## config.mk

```make
export PLATFORM = sky130hd
export DESIGN_NAME = vga_scan_engine_flat
export DESIGN_NICKNAME = d
export VERILOG_FILES = /design/src/rtl/vga_scan_engine_if.sv /design/src/rtl/vga_scan_engine.sv /design/src/flat_wrapper.sv
export SDC_FILE = /design/constraint.sdc
export NUM_CORES = 1
export LEC_CHECK = 0
export ABC_AREA = 1
export BUFFER_PORTS_ARGS = -buffer_cell sky130_fd_sc_hd__buf_2
export CAP_MARGIN = 0
export CORE_MARGIN = 2
export CORE_UTILIZATION = 50
export CTS_CLUSTER_DIAMETER = 30
export DETAILED_ROUTE_END_ITERATION = 12
export PLACE_DENSITY = 0.78
export SKIP_CTS_REPAIR_TIMING = 1
export SYNTH_ARGS = -nofsm -noshare
export SYNTH_HDL_FRONTEND = slang
export SYNTH_SLANG_ARGS = --single-unit
```

## constraint.sdc

```tcl
create_clock -name clk_clk -period 2.11 [get_ports clk_clk]
set_input_delay 0 -clock clk_clk [delete_from_list [all_inputs] [get_ports clk_clk]]
set_output_delay 0 -clock clk_clk [all_outputs]
set_load 0.005 [all_outputs]
```

## src/rtl/vga_scan_engine_if.sv

```systemverilog
// Pixel-fetch and DAC-side signal bundle for vga_scan_engine.
// master = scan engine, slave = pixel source / DAC pins.
interface vga_scan_engine_if #(
  parameter int XW = 11,
  parameter int YW = 10,
  parameter int CW = 4
);
  logic          pix_req;
  logic [XW-1:0] pix_x;
  logic [YW-1:0] pix_y;
  logic [CW-1:0] pix_r, pix_g, pix_b;
  logic          vga_CLK, vga_HS, vga_VS, vga_BLANK, vga_SYNC;
  logic [CW-1:0] vga_R, vga_G, vga_B;

  modport master (
    output pix_req, pix_x, pix_y,
    input  pix_r, pix_g, pix_b,
    output vga_CLK, vga_HS, vga_VS, vga_BLANK, vga_SYNC, vga_R, vga_G, vga_B
  );
  modport slave (
    input  pix_req, pix_x, pix_y,
    output pix_r, pix_g, pix_b,
    input  vga_CLK, vga_HS, vga_VS, vga_BLANK, vga_SYNC, vga_R, vga_G, vga_B
  );
endinterface

```

## src/rtl/vga_scan_engine.sv

```systemverilog
// Parametrised VGA timing generator with latency-matched pixel fetch and clean frame-boundary stop.
// Optional colour-bar generator enabled by defining VGA_TEST_PATTERN_EN (adds tp_sel input).
module vga_scan_engine #(
  parameter int H_ACTIVE = 640,
  parameter int H_FP     = 16,
  parameter int H_SYNC   = 96,
  parameter int H_BP     = 48,
  parameter int V_ACTIVE = 480,
  parameter int V_FP     = 10,
  parameter int V_SYNC   = 2,
  parameter int V_BP     = 33,
  parameter int HS_POL   = 0,
  parameter int VS_POL   = 0,
  parameter int CW       = 4,
  parameter int PIPE     = 2,
  parameter int XW       = 11,
  parameter int YW       = 10
) (
  input  logic clk_clk,
  input  logic reset_reset_n,
  input  logic en,
`ifdef VGA_TEST_PATTERN_EN
  input  logic tp_sel,
`endif
  output logic frame_start,
  output logic busy,
  vga_scan_engine_if.master bus
);

  localparam int H_TOTAL = H_ACTIVE + H_FP + H_SYNC + H_BP;
  localparam int V_TOTAL = V_ACTIVE + V_FP + V_SYNC + V_BP;
  localparam logic [XW-1:0] H_LAST = XW'(H_TOTAL - 1);
  localparam logic [XW-1:0] H_ACT  = XW'(H_ACTIVE);
  localparam logic [XW-1:0] HS_BEG = XW'(H_ACTIVE + H_FP);
  localparam logic [XW-1:0] HS_END = XW'(H_ACTIVE + H_FP + H_SYNC);
  localparam logic [YW-1:0] V_LAST = YW'(V_TOTAL - 1);
  localparam logic [YW-1:0] V_ACT  = YW'(V_ACTIVE);
  localparam logic [YW-1:0] VS_BEG = YW'(V_ACTIVE + V_FP);
  localparam logic [YW-1:0] VS_END = YW'(V_ACTIVE + V_FP + V_SYNC);
  localparam logic HS_ON = 1'(HS_POL);
  localparam logic VS_ON = 1'(VS_POL);

  typedef enum logic [1:0] {IDLE, RUN, STOP} state_t;

  // One tap of the timing delay line; tap_pipe[0] is the lead cycle itself.
  typedef struct packed {
    logic act;
    logic hs;
    logic vs;
    logic fs;
`ifdef VGA_TEST_PATTERN_EN
    logic [XW-1:0] x;
`endif
  } tap_t;

  state_t          state, state_nxt;
  logic [XW-1:0]   h, h_nxt, px;
  logic [YW-1:0]   v, v_nxt, py;
  logic            at_end;
  tap_t            lead_nxt, o;
  tap_t [PIPE:0]   tap_pipe;
  logic            hs_q, vs_q, blank_q, fs_q;
  logic [CW-1:0]   r_q, g_q, b_q, r_nxt, g_nxt, b_nxt;

  assign at_end = (h == H_LAST) && (v == V_LAST);

  always_ff @(posedge clk_clk or negedge reset_reset_n)
    if (!reset_reset_n) state <= IDLE;
    else                state <= state_nxt;

  always_comb begin
    state_nxt = state;
    case (state)
      IDLE:    if (en) state_nxt = RUN;
      RUN:     if (!en) state_nxt = STOP;
      STOP:    if (en) state_nxt = RUN;
               else if (at_end) state_nxt = IDLE;
      default: state_nxt = IDLE;
    endcase
  end

  // Counters restart from 0 on IDLE->RUN and park at 0 while idle.
  always_comb begin
    h_nxt = '0;
    v_nxt = '0;
    if (state != IDLE && state_nxt != IDLE) begin
      if (h == H_LAST) begin
        v_nxt = (v == V_LAST) ? '0 : v + YW'(1);
      end else begin
        h_nxt = h + XW'(1);
        v_nxt = v;
      end
    end
  end

  always_comb begin
    lead_nxt = '0;
    if (state_nxt != IDLE) begin
      lead_nxt.act = (h_nxt < H_ACT) && (v_nxt < V_ACT);
      lead_nxt.hs  = (h_nxt >= HS_BEG) && (h_nxt < HS_END);
      lead_nxt.vs  = (v_nxt >= VS_BEG) && (v_nxt < VS_END);
      lead_nxt.fs  = (h_nxt == '0) && (v_nxt == '0);
    end
`ifdef VGA_TEST_PATTERN_EN
    lead_nxt.x = h_nxt;
`endif
  end

  always_ff @(posedge clk_clk or negedge reset_reset_n)
    if (!reset_reset_n) begin
      h        <= '0;
      v        <= '0;
      px       <= '0;
      py       <= '0;
      tap_pipe <= '0;
    end else begin
      h <= h_nxt;
      v <= v_nxt;
      if (lead_nxt.act) begin
        px <= h_nxt;
        py <= v_nxt;
      end
      for (int k = PIPE; k > 0; k--) tap_pipe[k] <= tap_pipe[k-1];
      tap_pipe[0] <= lead_nxt;
    end

  // Tap PIPE lines up with the cycle in which the source presents the data.
  assign o = tap_pipe[PIPE];

`ifdef VGA_TEST_PATTERN_EN
  logic            tp_lat, tp_use;
  logic [XW+2:0]   bar_full;
  logic [2:0]      bar;

  always_ff @(posedge clk_clk or negedge reset_reset_n)
    if (!reset_reset_n) tp_lat <= 1'b0;
    else if (o.fs)      tp_lat <= tp_sel;

  assign tp_use   = o.fs ? tp_sel : tp_lat;
  assign bar_full = {o.x, 3'b000} / (XW+3)'(H_ACTIVE);
  assign bar      = bar_full[2:0];
`endif

  always_comb begin
    r_nxt = '0;
    g_nxt = '0;
    b_nxt = '0;
    if (o.act) begin
      r_nxt = bus.pix_r;
      g_nxt = bus.pix_g;
      b_nxt = bus.pix_b;
`ifdef VGA_TEST_PATTERN_EN
      if (tp_use) begin
        r_nxt = {CW{bar[2]}};
        g_nxt = {CW{bar[1]}};
        b_nxt = {CW{bar[0]}};
      end
`endif
    end
  end

  always_ff @(posedge clk_clk or negedge reset_reset_n)
    if (!reset_reset_n) begin
      hs_q    <= ~HS_ON;
      vs_q    <= ~VS_ON;
      blank_q <= 1'b0;
      fs_q    <= 1'b0;
      r_q     <= '0;
      g_q     <= '0;
      b_q     <= '0;
    end else begin
      hs_q    <= o.hs ? HS_ON : ~HS_ON;
      vs_q    <= o.vs ? VS_ON : ~VS_ON;
      blank_q <= o.act;
      fs_q    <= o.fs;
      r_q     <= r_nxt;
      g_q     <= g_nxt;
      b_q     <= b_nxt;
    end

  assign busy          = (state != IDLE);
  assign frame_start   = fs_q;
  assign bus.pix_req   = tap_pipe[0].act;
  assign bus.pix_x     = px;
  assign bus.pix_y     = py;
  assign bus.vga_CLK   = clk_clk;
  assign bus.vga_HS    = hs_q;
  assign bus.vga_VS    = vs_q;
  assign bus.vga_BLANK = blank_q;
  assign bus.vga_SYNC  = 1'b0;
  assign bus.vga_R     = r_q;
  assign bus.vga_G     = g_q;
  assign bus.vga_B     = b_q;

endmodule

```

## src/flat_wrapper.sv

```systemverilog
// flat-port wrapper written by rule: the top's interface ports become plain ports
module vga_scan_engine_flat 
#(
  parameter int H_ACTIVE = 640,
  parameter int H_FP     = 16,
  parameter int H_SYNC   = 96,
  parameter int H_BP     = 48,
  parameter int V_ACTIVE = 480,
  parameter int V_FP     = 10,
  parameter int V_SYNC   = 2,
  parameter int V_BP     = 33,
  parameter int HS_POL   = 0,
  parameter int VS_POL   = 0,
  parameter int CW       = 4,
  parameter int PIPE     = 2,
  parameter int XW       = 11,
  parameter int YW       = 10
)
  (clk_clk, reset_reset_n, en, frame_start, busy, bus_pix_req, bus_pix_x, bus_pix_y, bus_pix_r, bus_pix_g, bus_pix_b, bus_vga_CLK, bus_vga_HS, bus_vga_VS, bus_vga_BLANK, bus_vga_SYNC, bus_vga_R, bus_vga_G, bus_vga_B);
  vga_scan_engine_if #(.XW(XW), .YW(YW), .CW(CW)) bus_i ();
  input  logic clk_clk;
  input  logic reset_reset_n;
  input  logic en;
  output logic frame_start;
  output logic busy;
  output wire logic [$bits(bus_i.pix_req)-1:0] bus_pix_req;
  output wire logic [$bits(bus_i.pix_x)-1:0] bus_pix_x;
  output wire logic [$bits(bus_i.pix_y)-1:0] bus_pix_y;
  input wire logic [$bits(bus_i.pix_r)-1:0] bus_pix_r;
  input wire logic [$bits(bus_i.pix_g)-1:0] bus_pix_g;
  input wire logic [$bits(bus_i.pix_b)-1:0] bus_pix_b;
  output wire logic [$bits(bus_i.vga_CLK)-1:0] bus_vga_CLK;
  output wire logic [$bits(bus_i.vga_HS)-1:0] bus_vga_HS;
  output wire logic [$bits(bus_i.vga_VS)-1:0] bus_vga_VS;
  output wire logic [$bits(bus_i.vga_BLANK)-1:0] bus_vga_BLANK;
  output wire logic [$bits(bus_i.vga_SYNC)-1:0] bus_vga_SYNC;
  output wire logic [$bits(bus_i.vga_R)-1:0] bus_vga_R;
  output wire logic [$bits(bus_i.vga_G)-1:0] bus_vga_G;
  output wire logic [$bits(bus_i.vga_B)-1:0] bus_vga_B;
  assign bus_pix_req = bus_i.pix_req;
  assign bus_pix_x = bus_i.pix_x;
  assign bus_pix_y = bus_i.pix_y;
  assign bus_i.pix_r = bus_pix_r;
  assign bus_i.pix_g = bus_pix_g;
  assign bus_i.pix_b = bus_pix_b;
  assign bus_vga_CLK = bus_i.vga_CLK;
  assign bus_vga_HS = bus_i.vga_HS;
  assign bus_vga_VS = bus_i.vga_VS;
  assign bus_vga_BLANK = bus_i.vga_BLANK;
  assign bus_vga_SYNC = bus_i.vga_SYNC;
  assign bus_vga_R = bus_i.vga_R;
  assign bus_vga_G = bus_i.vga_G;
  assign bus_vga_B = bus_i.vga_B;
  vga_scan_engine #(.H_ACTIVE(H_ACTIVE), .H_FP(H_FP), .H_SYNC(H_SYNC), .H_BP(H_BP), .V_ACTIVE(V_ACTIVE), .V_FP(V_FP), .V_SYNC(V_SYNC), .V_BP(V_BP), .HS_POL(HS_POL), .VS_POL(VS_POL), .CW(CW), .PIPE(PIPE), .XW(XW), .YW(YW)) u_core (.clk_clk(clk_clk), .reset_reset_n(reset_reset_n), .en(en), .frame_start(frame_start), .busy(busy), .bus(bus_i));
endmodule
```

==> out/summary.md, run 1 <==
The routing usage on met2 was 0.377; the met1 track demand over resource was 0.280. Traced cell by cell, the critical path runs through ha_2, nand2_4, nor2_8, nand2_4, nor2_4, or2_1, nand2_1, inv_1, nand4_1, buf_6, nand3_4, clkbuf_16, nand2_2, nand2_1. When the netlist entered floorplanning its net count stood at 417.

The final reports fail on negative setup slack. The routed design has 9960 µm of wire. The vias per cell came out at 5.31.

The slowest stage of the critical path belongs to the cell dfrtp_1. The required time reported for the critical path endpoint is 2.50 ns. Counting every instance in the synthesized netlist gives 399. TritonCTS built the clock tree.

The maximum number of pins on one net before global-route repair is 73. The area growth from synthesis to layout is 40.4%. The synthesized-area fraction occupied by and/or/nand/nor cells is 0.309, and the number of library cell types mapped by synthesis is 37. STA classifies the critical path startpoint as a flip-flop. The post-synthesis xor/xnor area fraction was 0.0179.

The post-route setup TNS was -1.38 ns; the placement row count was 30. Number of I/O pins: 56. The most common library cell in the layout ignoring fill and taps was nand2_1. The final critical-path share of the clock period came out at 1.04. The initial antenna violation count was 0. The global routing usage summed across all routing layers was 0.229; the met3 capacity usage during global routing was 0.0457. In this run the remaining antenna-violating nets after routing total 0. The gate family responsible for the most delay along the worst path was simple AND/OR/NAND/NOR gates.

At the later pin of the worst-skew pair, clock insertion delay measures 0.45 ns. The data arrival time of the worst path is 2.59 ns. In the final routed layout, each cell accounts on average for 16.9 µm. The combinational family with the most area after synthesis was simple AND/OR/NAND/NOR gates. After the first detailed-routing iteration, the DRC count stood at 181.

The mapped netlist covers 3420 µm². The run gives -0.0931 ns as the post-layout worst setup margin. Final critical delay including setup and external delays: 2.20 ns.

Once detailed placement completed, the half-perimeter wirelength came to 5590 µm. Busiest layer in global routing: met2. The tools report the max-capacitance violation count as 0. Synthesized-area fraction occupied by ao, oa, aoi and oai cells: 0.0373. The number of inserted diodes was 0; the clock-pin slew reported for the worst setup and hold paths after clock tree synthesis was 0.08 ns.

After the flow finishes, the layout carries non-filler instances totaling 589. The first global-routing pass estimated 13100 µm of wire. The largest single stage delay on the critical path is 0.37 ns. Number of failing setup endpoints in the final timing report: 23. The worst setup path is captured at a flip-flop.

Setup repair after global routing could not meet its margin everywhere. The flow ran to the end, but the final reports show violations. The maximum fanout count along the critical path works out to 6. The count of buffers added on input and output ports is 54.

The net count of the finished layout is 522. The warning count from the yosys run came out at 0. Leaving out fill and tap cells, the most frequent cells in the layout are nand2_1, dfrtp_1, buf_2. For this design the ratio of total power to cell area is 670 nW/µm². On the final layout, the worst clock skew is 0.0107 ns.

Average size of a mapped cell: 8.58 µm². The overall via count from detail_route came out at 3130. The hold violation total from the final report is 0, and the placeable core area is 6720 µm². Ratio of cells with drive above 1 in the final layout: 0.399. The critical path in this run is classified as flip-flop to flip-flop. The die covers 7530 µm². The first-pass detailed-route iteration total is 4.

For the leakage power, the log shows 2.72 nW. Worst voltage drop across the vdd grid: 0.000586 V. In this run the worst hold path is classified as input pin to async pin. Initial cell density of the core: 0.510. Final estimated routing congestion in global placement: 0.986.

The number of DRC violations after detailed routing is 0, and the width of the chip is 86.8 µm. The vertical die dimension is 86.8 µm, and the overall overflow remaining after global route is 0. The placed cell count is 539, and the adder-cell share of the synthesized area is 0.0110. The fmax was 454 MHz; the post-synthesis sequential element count was 72. The final-report max-slew violation count was 0; the number of buffer and inverter instances along the worst setup path was 3.

The run gives 0.527 as the register area share after synthesis. The via count of the first global-routing pass was 2870; the post-synthesis mux area share was 0.
==> Yosys cell counts <==
cell | count | area share
a21boi_0 | 1 | 0.0022
a21oi_1 | 2 | 0.0029
a21oi_2 | 1 | 0.0026
a31oi_1 | 1 | 0.0018
and3_1 | 1 | 0.0018
buf_2 | 3 | 0.0044
buf_4 | 5 | 0.011
buf_6 | 3 | 0.0099
clkbuf_1 | 1 | 0.0011
clkinv_1 | 2 | 0.0022
conb_1 | 1 | 0.0011
dfrtp_1 | 70 | 0.51
dfstp_2 | 2 | 0.015
ha_1 | 3 | 0.011
inv_1 | 51 | 0.056
inv_2 | 11 | 0.012
nand2_1 | 108 | 0.12
nand2_2 | 6 | 0.011
nand2_4 | 1 | 0.0033
nand3_1 | 14 | 0.020
nand3_2 | 6 | 0.018
nand4_1 | 24 | 0.044
nor2_1 | 40 | 0.044
nor2_2 | 5 | 0.0091
nor2_4 | 4 | 0.013
nor2_8 | 1 | 0.0058
nor3_1 | 6 | 0.0088
nor3_2 | 2 | 0.0058
nor3_4 | 1 | 0.0048
o2111ai_1 | 1 | 0.0026
o21ai_0 | 6 | 0.0088
o21ai_1 | 5 | 0.0073
o21ai_2 | 1 | 0.0026
o21bai_1 | 1 | 0.0022
o221ai_2 | 1 | 0.0044
or2_1 | 1 | 0.0018
xor2_1 | 7 | 0.018
==> sequential cells by signal, indices dropped and copies added (netlist names) <==
register              cells
u_core.bus.vga_G          4
u_core.v                 10
u_core.o                  4
u_core.frame_start        1
u_core.bus.vga_HS         1
u_core.state              2
u_core.bus.vga_B          4
u_core.bus.pix_y         10
u_core.bus.vga_VS         1
u_core.bus.vga_R          4
u_core.bus.pix_x         11
u_core.bus.pix_req        1
u_core.tap_pipe           7
u_core.bus.vga_BLANK      1
u_core.h                 11
==> metal layers <==
metal  vias up  share of wire
met4         0          0.037
met1      1502           0.38
met5         -              0
met3        38          0.045
li1       1460              -
met2       130           0.53
==> worst paths after layout <==
check	startpoint	endpoint	slack, ns	cells past startpoint
min	reset_reset_n	u_core.h[10]	0.09	3
min in group clk_clk	bus_pix_g[0]	u_core.bus.vga_G[0]	0.26	4
max reg2reg	u_core.h[0]	u_core.bus.pix_x[6]	-0.09	14
max in group asynchronous	reset_reset_n	u_core.bus.vga_VS	1.67	3
max	u_core.h[0]	u_core.bus.pix_x[6]	-0.09	14
min reg2reg	u_core.tap_pipe[7]	u_core.o[3]	0.35	0
==> layout make-up <==
class / count / area, µm²
timing repair buffer: 101 / 787
sequential: 72 / 1810
multi-input combinational: 252 / 1610
clock buffer: 14 / 174
tap: 80 / 100
clock inverter: 6 / 91.3
inverter: 64 / 240
fill: 469 / 1910
==> worst min-delay path: stages <==
cell	delay, ns
dlygate4sd3_1	0.52
buf_2	0.12
buf_12	0.32
==> report_power, final <==
| group | leakage [nW] | total, W | switching (W) | internal [W] |
|---|---|---|---|---|
| clock network | 0.136 | 0.00138 | 0.000578 | 0.000806 |
| registers | 0.957 | 0.00147 | 0.0000317 | 0.00143 |
| logic | 1.62 | 0.000372 | 0.000215 | 0.000158 |
==> cells by family after synthesis <==
group | Yosys count
simple gates | 220
buf+inv | 76
flops | 72
compound gates | 20
xor+xnor | 7
fa+ha+maj | 3
other cells | 1
==> metrics by stage <==
stage	cell area, µm²	hold slack (ns)	utilization	setup WS [ns]	power, W
detailed placement	3890	0.0608	0.579	0.0233	0.00178
global route	4810	0.136	0.715	-0.191	0.00333
finish	4810	0.0940	0.715	-0.0931	0.00322
CTS	4150	-0.417	0.618	0.00182	0.00312
global placement	3890	0.0454	0.579	0.0775	0.00176
floorplan	3420	-0.296	-	0.180	0.00164
(Power assumes the default switching activity.)
==> run 2: changes to the inputs <==
--- a/config.mk
+++ b/config.mk
@@ -5,15 +5,16 @@
 export SDC_FILE = /design/constraint.sdc
 export NUM_CORES = 1
 export LEC_CHECK = 0
-export ABC_AREA = 1
 export BUFFER_PORTS_ARGS = -buffer_cell sky130_fd_sc_hd__buf_2
 export CAP_MARGIN = 0
 export CORE_MARGIN = 2
 export CORE_UTILIZATION = 50
 export CTS_CLUSTER_DIAMETER = 30
 export DETAILED_ROUTE_END_ITERATION = 12
+export GPL_TIMING_DRIVEN = 0
 export PLACE_DENSITY = 0.78
 export SKIP_CTS_REPAIR_TIMING = 1
+export SLEW_MARGIN = 20
 export SYNTH_ARGS = -nofsm -noshare
 export SYNTH_HDL_FRONTEND = slang
 export SYNTH_SLANG_ARGS = --single-unit
==> out/summary.md, run 2 <==
The count of flip-flops with a built-in enable after synthesis was 0 (unchanged); the fmax was 361 MHz (-20%). The tools report the clock skew after layout as 0.00727 ns (-0.00339 ns). The post-synthesis sequential element count is 72 (unchanged). dfrtp_1 is the most common cell in the netlist. Most prevalent standard cell on the critical path: buf_6. The share of synthesized flip-flops with an asynchronous set or reset works out to 1.00 (unchanged).

Walking the worst path, the cells encountered are nor4_4, nand4_4, o31ai_4, a21oi_4, o41ai_4, o311ai_4, buf_6, buf_6, mux2_4. The area share of the largest cell type after synthesis works out to 0.542 (+0.0305). Ratio of cells with drive above 1 in the final layout: 0.441 (+0.0420). The library cell used most frequently in the layout, excluding fill and tap cells, is dfrtp_1. The final wirelength came out at 7180 µm (-28%). The worst register-to-register path ends at u_core.bus.pix_y[0]. The final critical-path share of the clock period was 1.31 (+0.267). The run gives 4260 µm (-24%) as the detailed placer's ending HPWL. The most common flop cell mapped by yosys is dfrtp_1. The logs give -0.66 ns (-0.56 ns) for the worst-case register-to-register setup slack and 6310 µm² (-6.0%) for the placeable core area. The type of element capturing the critical path was a flip-flop.

Via count of the first global-routing pass: 2185 (-24%). TritonCTS built the clock tree. The run finished, with violations left. The checks that failed: negative setup slack.

Final standard cell utilization of the core: 0.692 (-0.0238). The worst min-delay path class was input pin to async pin. The logs give 3.12 ns (+0.53 ns) for the data arrival time of the worst path and 0 (unchanged) for the number of inserted diodes. Overall via count from detail_route: 2375 (-24%).

The tools report the post-route antenna net violation count as 0 (unchanged). The relative area change from synthesis to final layout was 35.1%; the required time reported for the critical path endpoint was 2.46 ns (-0.04 ns). Total power per unit cell area: 788 nW/µm² (+18%).

For the initial antenna violation count, the log shows 0 (unchanged). The top cell types in the final layout, fill and taps aside, are dfrtp_1, buf_2, buf_4. For the register area share after synthesis, the log shows 0.558 (+0.0314). Setup repair after global routing could not meet its margin everywhere.

The run gives 0 (unchanged) as the final-report max-slew violation count. Clock latency of the later-clocked register in the worst-skew pair: 0.46 ns (about the same). The number of DRC violations after detailed routing is 0 (unchanged), and the clock-pin slew reported for the worst setup and hold paths after clock tree synthesis is 0.08 ns (about the same). In the synthesized netlist, the cells that appear most often are dfrtp_1, nor2_1, and2_1, mux2_4. For the area of the mapped netlist, the log shows 3230 µm² (-5.6%). The logs give 29 (-3.3%) for the placement row count and 44 (-40%) for the maximum number of pins on one net before global-route repair. Number of I/O pins: 56 (unchanged). The average wire length per cell after detail routing came out at 16.0 µm (-5.5%). The overall power consumption is 0.00344 W (+6.8%).

Among all stages on the critical path, the largest delay is contributed by dfrtp_2. The width of the chip is 84.4 µm (-2.7%). The tools report the worst voltage drop across the vdd grid as 0.000636 V (+8.7%). STA classifies the critical path startpoint as a flip-flop.

By area the synthesized netlist is led by dfrtp_1, mux2_4, and2_1. The count of input and output buffers was 54 (unchanged); the final critical delay including setup and external delays was 2.77 ns (+0.563 ns). The run gives 111 (-39%) as the detailed router's first-iteration violation count. Post-synthesis cell type with the largest combined area: dfrtp_1.

The tools report the layout net count as 385 (-26%). The net count after synthesis is 282 (-32%), and the first-pass detailed-route iteration total is 4 (unchanged). The overall overflow remaining after global route came out at 0 (unchanged). The logs give 10700 µm (-19%) for the global-route wire length before repair and 0 (unchanged) for the hold violation total from the final report. The tools report the post-layout worst setup margin as -0.656 ns (-0.563 ns). Critical path's largest stage delay: 0.44 ns (+0.07 ns).

The global routing usage summed across all routing layers was 0.197 (-0.0324). The run gives 2.06 nW (-24%) as the leakage power. The startpoint identified for the worst register-to-register timing path is u_core.h[6].

The average size of a mapped cell is 12.2 µm² (+43%), and the number of failing setup endpoints in the final timing report is 24 (+4.3%). The initial cell density of the core was 0.512 (+0.00221). Warning count from the yosys run: 0 (unchanged). Number of library cell types mapped by synthesis: 59 (+59%). The cell count after synthesis is 264 (-34%). The run gives 0 (unchanged) as the max-capacitance violation count. The full die area is 7120 µm² (-5.4%), and the number of cells on the worst reg-to-reg path is 9 (-5). The vias per cell is 5.29 (-0.46%), and the maximum fanout count along the critical path is 8 (+2).

The critical path in this run is classified as flip-flop to flip-flop. Vertical die dimension: 84.4 µm (-2.7%). The final estimated routing congestion in global placement came out at 0.850 (-14%).
[run 2: cell count changes after synthesis, sizes merged, moves of 8 or more]
cell,previous run,this run
nand4,24,5
nor2,50,19
mux2,0,19
nand3,20,12
xnor2,0,8
nand2,115,13
inv,62,10
and2,0,20
[run 2: through the flow]
stage | setup slack (ns) | setup TNS [ns] | area, µm² | cells | hold WS [ns]
2_1_floorplan | -0.417 | -8.25 | 3260 | 264 | -0.296
3_3_place_gp | -0.727 | -15.60 | 3630 | 395 | 0.163
3_5_place_dp | -0.774 | -16.68 | 3650 | 396 | -0.0431
4_1_cts | -0.763 | -16.52 | 3940 | 415 | -0.536
5_1_grt | -0.791 | -17.74 | 4370 | 449 | 0.0555
6_report | -0.656 | -14.37 | 4370 | 449 | 0.0198
[run 2: worst max-delay path by stage]
stage	from	endpoint	slack, ns	cells after the start
final	u_core.h[6]	u_core.bus.pix_y[0]	-0.66	9
after global routing	u_core.h[6]	u_core.bus.pix_x[7]	-0.79	9
after CTS	u_core.state[0]	u_core.bus.pix_x[4]	-0.76	8
after detailed placement	u_core.state[0]	u_core.bus.pix_x[4]	-0.77	8
after global placement	u_core.state[0]	u_core.bus.pix_x[4]	-0.73	8
after floorplan	u_core.h[1]	u_core.bus.pix_x[2]	-0.42	9
[run 2: area by class of cell]
class,count,area [µm²]
fill,471,1950
sequential,72,1810
multi-input combinational,170,1430
timing repair buffer,89,606
clock buffer,13,170
clock inverter,7,120
tap,77,96.3
buffer,11,95.1
inverter,10,37.5
[run 2: critical path, delay by kind of cell (launching register included)]
kind,cells,cell delay (ns)
AO/OA/AOI/OAI,4,1.00
AND/OR/NAND/NOR,2,0.62
flip-flops,1,0.44
buffers and inverters,2,0.30
multiplexers,1,0.30
[run 2: cells by family (layout without fill, tap and decap cells)]
family,count (synthesis),in the layout,synth area share
buffers and inverters,22,130,0.0387
multiplexers,20,20,0.0890
adder cells (fa/ha/maj),4,4,0.0147
XOR/XNOR,16,16,0.0434
AO/OA/AOI/OAI,32,32,0.0747
AND/OR/NAND/NOR,97,97,0.180
flip-flops,72,72,0.558
other,1,1,0.00116
[run 2: report_power, final]
group          internal, W  switching (W)  total (W)  leakage [nW]
Combinational     0.000217       0.000200   0.000417         0.962
Sequential         0.00146      0.0000412    0.00150         0.949
Clock             0.000942       0.000579    0.00152         0.150
Total              0.00262       0.000821    0.00344          2.06
[run 2: routing by layer]
metal  routed length (µm)  up-vias  global-route usage
met3                  400       20              0.0610
met2                 3370       87               0.276
met4                  227        0               0.131
met1                 3180     1149               0.264
met5                    0        -                   0
li1                     -     1119                   -
==> run 3: changes to the inputs <==
==> constraint.sdc (replaced) <==
create_clock -name clk_clk -period 3.15 [get_ports clk_clk]
set_input_delay 0 -clock clk_clk [delete_from_list [all_inputs] [get_ports clk_clk]]
set_output_delay 0 -clock clk_clk [all_outputs]
set_load 0.005 [all_outputs]
==> out/summary.md, run 3 (synthesized netlist as in run 2, its figures left out) <==
The run gives 59 (+34%) as the maximum number of pins on one net before global-route repair. TritonCTS built the clock tree. The library cell used most frequently in the layout, excluding fill and tap cells, is dfrtp_1. The transition time at the pin with the least slew margin is 0.614 ns, and the placement row count is 29 (unchanged). The final-report max-slew violation count is 0 (unchanged). The tools report the type of element capturing the critical path as a flip-flop.

The run finished with clean final reports. The run gives 0 (unchanged) as the hold violation total from the final report. Worst min-delay path class: input pin to async pin. The run gives 0 (unchanged) as the initial antenna violation count. For the clock skew after layout, the log shows 0.0116 ns (+0.00434 ns). The logs give 56 (unchanged) for the number of I/O pins and 4 (unchanged) for the first-pass detailed-route iteration total. The minimum hold slack was 0.0828 ns (+0.0630 ns); the overall power consumption was 0.00209 W (-39%). Setup repair after global routing left no endpoint under its margin.

The tools report the placed cell count as 396 (unchanged). The final critical-path share of the clock period came out at 0.942 (-0.369). The average wire length per cell after detail routing came out at 15.1 µm (-5.6%). The final instance count without filler cells was 430 (-4.2%); the width of the chip was 84.4 µm (unchanged).

The library cells used most frequently in the layout, excluding fill and tap cells, are dfrtp_1, buf_2, nor2_1. The tools report the global routing usage summed across all routing layers as 0.189 (-0.00799). The run gives 0 ns (+14.37 ns) as the post-route setup TNS.

For the data arrival time of the worst path, the log shows 3.31 ns (+0.19 ns). Layout net count: 366 (-4.9%). The logs give 2216 (+1.4%) for the via count of the first global-routing pass and 337 MHz (-6.8%) for the fmax. The tools report the clock latency of the later-clocked register in the worst-skew pair as 0.46 ns (about the same).

Worst voltage drop across the vdd grid: 0.000401 V (-37%). Maximum fanout count along the critical path: 10 (+2). The run gives 0 (unchanged) as the overall overflow remaining after global route.

The number of failing setup endpoints in the final timing report is 0 (-100%), and the count of input and output buffers is 54 (unchanged). The vias per cell is 5.34 (+0.90%), and the placeable core area is 6310 µm² (unchanged). For the final wirelength, the log shows 6480 µm (-9.6%). The worst relative slew slack is 0.589. The tools report the post-route antenna net violation count as 0 (unchanged). The relative area change from synthesis to final layout works out to 24.8%.

The number of DRC violations after detailed routing was 0 (unchanged); the final standard cell utilization of the core was 0.639 (-0.0529). The global-route wire length before repair is 10300 µm (-3.9%), and the vertical die dimension is 84.4 µm (unchanged). The logs give 3.49 ns (+1.03 ns) for the required time reported for the critical path endpoint and 0 (unchanged) for the max-capacitance violation count. The final estimated routing congestion in global placement was 0.925 (+8.9%); the overall via count from detail_route was 2295 (-3.4%).

The clock-pin slew reported for the worst setup and hold paths after clock tree synthesis works out to 0.08 ns (about the same). The run gives 154 (+39%) as the detailed router's first-iteration violation count. The full die area is 7120 µm² (unchanged), and the leakage power is 1.94 nW (-5.9%).

The tools report the number of inserted diodes as 0 (unchanged). Ratio of cells with drive above 1 in the final layout: 0.351 (-0.0896). The run gives 4200 µm (-1.4%) as the detailed placer's ending HPWL.

Total power per unit cell area: 519 nW/µm² (-34%). The worst setup path is of the flip-flop to flip-flop kind. The final critical delay including setup and external delays came out at 2.97 ns (+0.201 ns).

STA classifies the critical path startpoint as a flip-flop. For the initial cell density of the core, the log shows 0.512 (unchanged).
-- run 3: cell types whose count changed in the layout (fill, tap and decap cells not counted), moves of 3 or more --
| cell | previous run | this run |
|---|---|---|
| buf_4 | 22 | 3 |
| dfrtp_1 | 65 | 70 |
| dfrtp_2 | 5 | 0 |
| buf_12 | 3 | 0 |
-- run 3: through the flow --
step | worst slack (ns) | cell area (µm²)
finish | 0.182 | 4030
global route | 0.0588 | 4030
CTS | 0.0858 | 3870
detailed placement | 0.105 | 3630
global placement | 0.128 | 3600
floorplan | 0.414 | 3230
-- run 3: path summary, 6_finish.rpt --
| kind | to | startpoint | slack, ns | depth (start not counted) |
|---|---|---|---|---|
| min in group clk_clk | u_core.bus.vga_R[3] | bus_pix_r[3] | 0.28 | 3 |
| worst min-delay path | u_core.o[2] | reset_reset_n | 0.08 | 3 |
| worst max register to register | u_core.bus.pix_x[5] | u_core.h[0] | 0.18 | 9 |
| max in group asynchronous | u_core.bus.vga_B[1] | reset_reset_n | 2.08 | 3 |
| worst min register to register | u_core.o[2] | u_core.tap_pipe[6] | 0.36 | 0 |
| worst max-delay path | u_core.bus.pix_x[5] | u_core.h[0] | 0.18 | 9 |
-- run 3: layout make-up --
cell class                      instances  area [µm²]
Inverter                               10        37.5
Clock buffer                           13         170
Sequential cell                        72        1800
Buffer                                 12        87.6
Fill cell                             485        2280
Tap cell                               77        96.3
Multi-Input combinational cell        170        1310
Timing Repair Buffer                   69         445
Clock inverter                          7        78.8
-- run 3: report_power, final --
part	total (W)	internal (W)	switching [W]	leakage [nW]
Sequential	0.00100	0.000979	0.0000251	0.957
Combinational	0.000230	0.000110	0.000120	0.859
Clock	0.000860	0.000476	0.000384	0.123
Total	0.00209	0.00157	0.000530	1.94
-- run 3: worst max-delay path: stages (launching register included) --
cell	delay, ns
dfrtp_1	0.43
ha_1	0.29
and4_4	0.23
nand4_4	0.15
nor2_1	0.10
a31o_2	0.30
or2_2	0.35
o311ai_4	0.42
buf_6	0.24
mux2_4	0.32
-- run 3: per-layer routing --
layer  wire, µm  global-route usage  up-vias
li1           -                   -     1086
met1       2910               0.246     1108
met2       3050               0.273       90
met3        396              0.0767       11
met4        126              0.0967        0
met5          0                   0        -
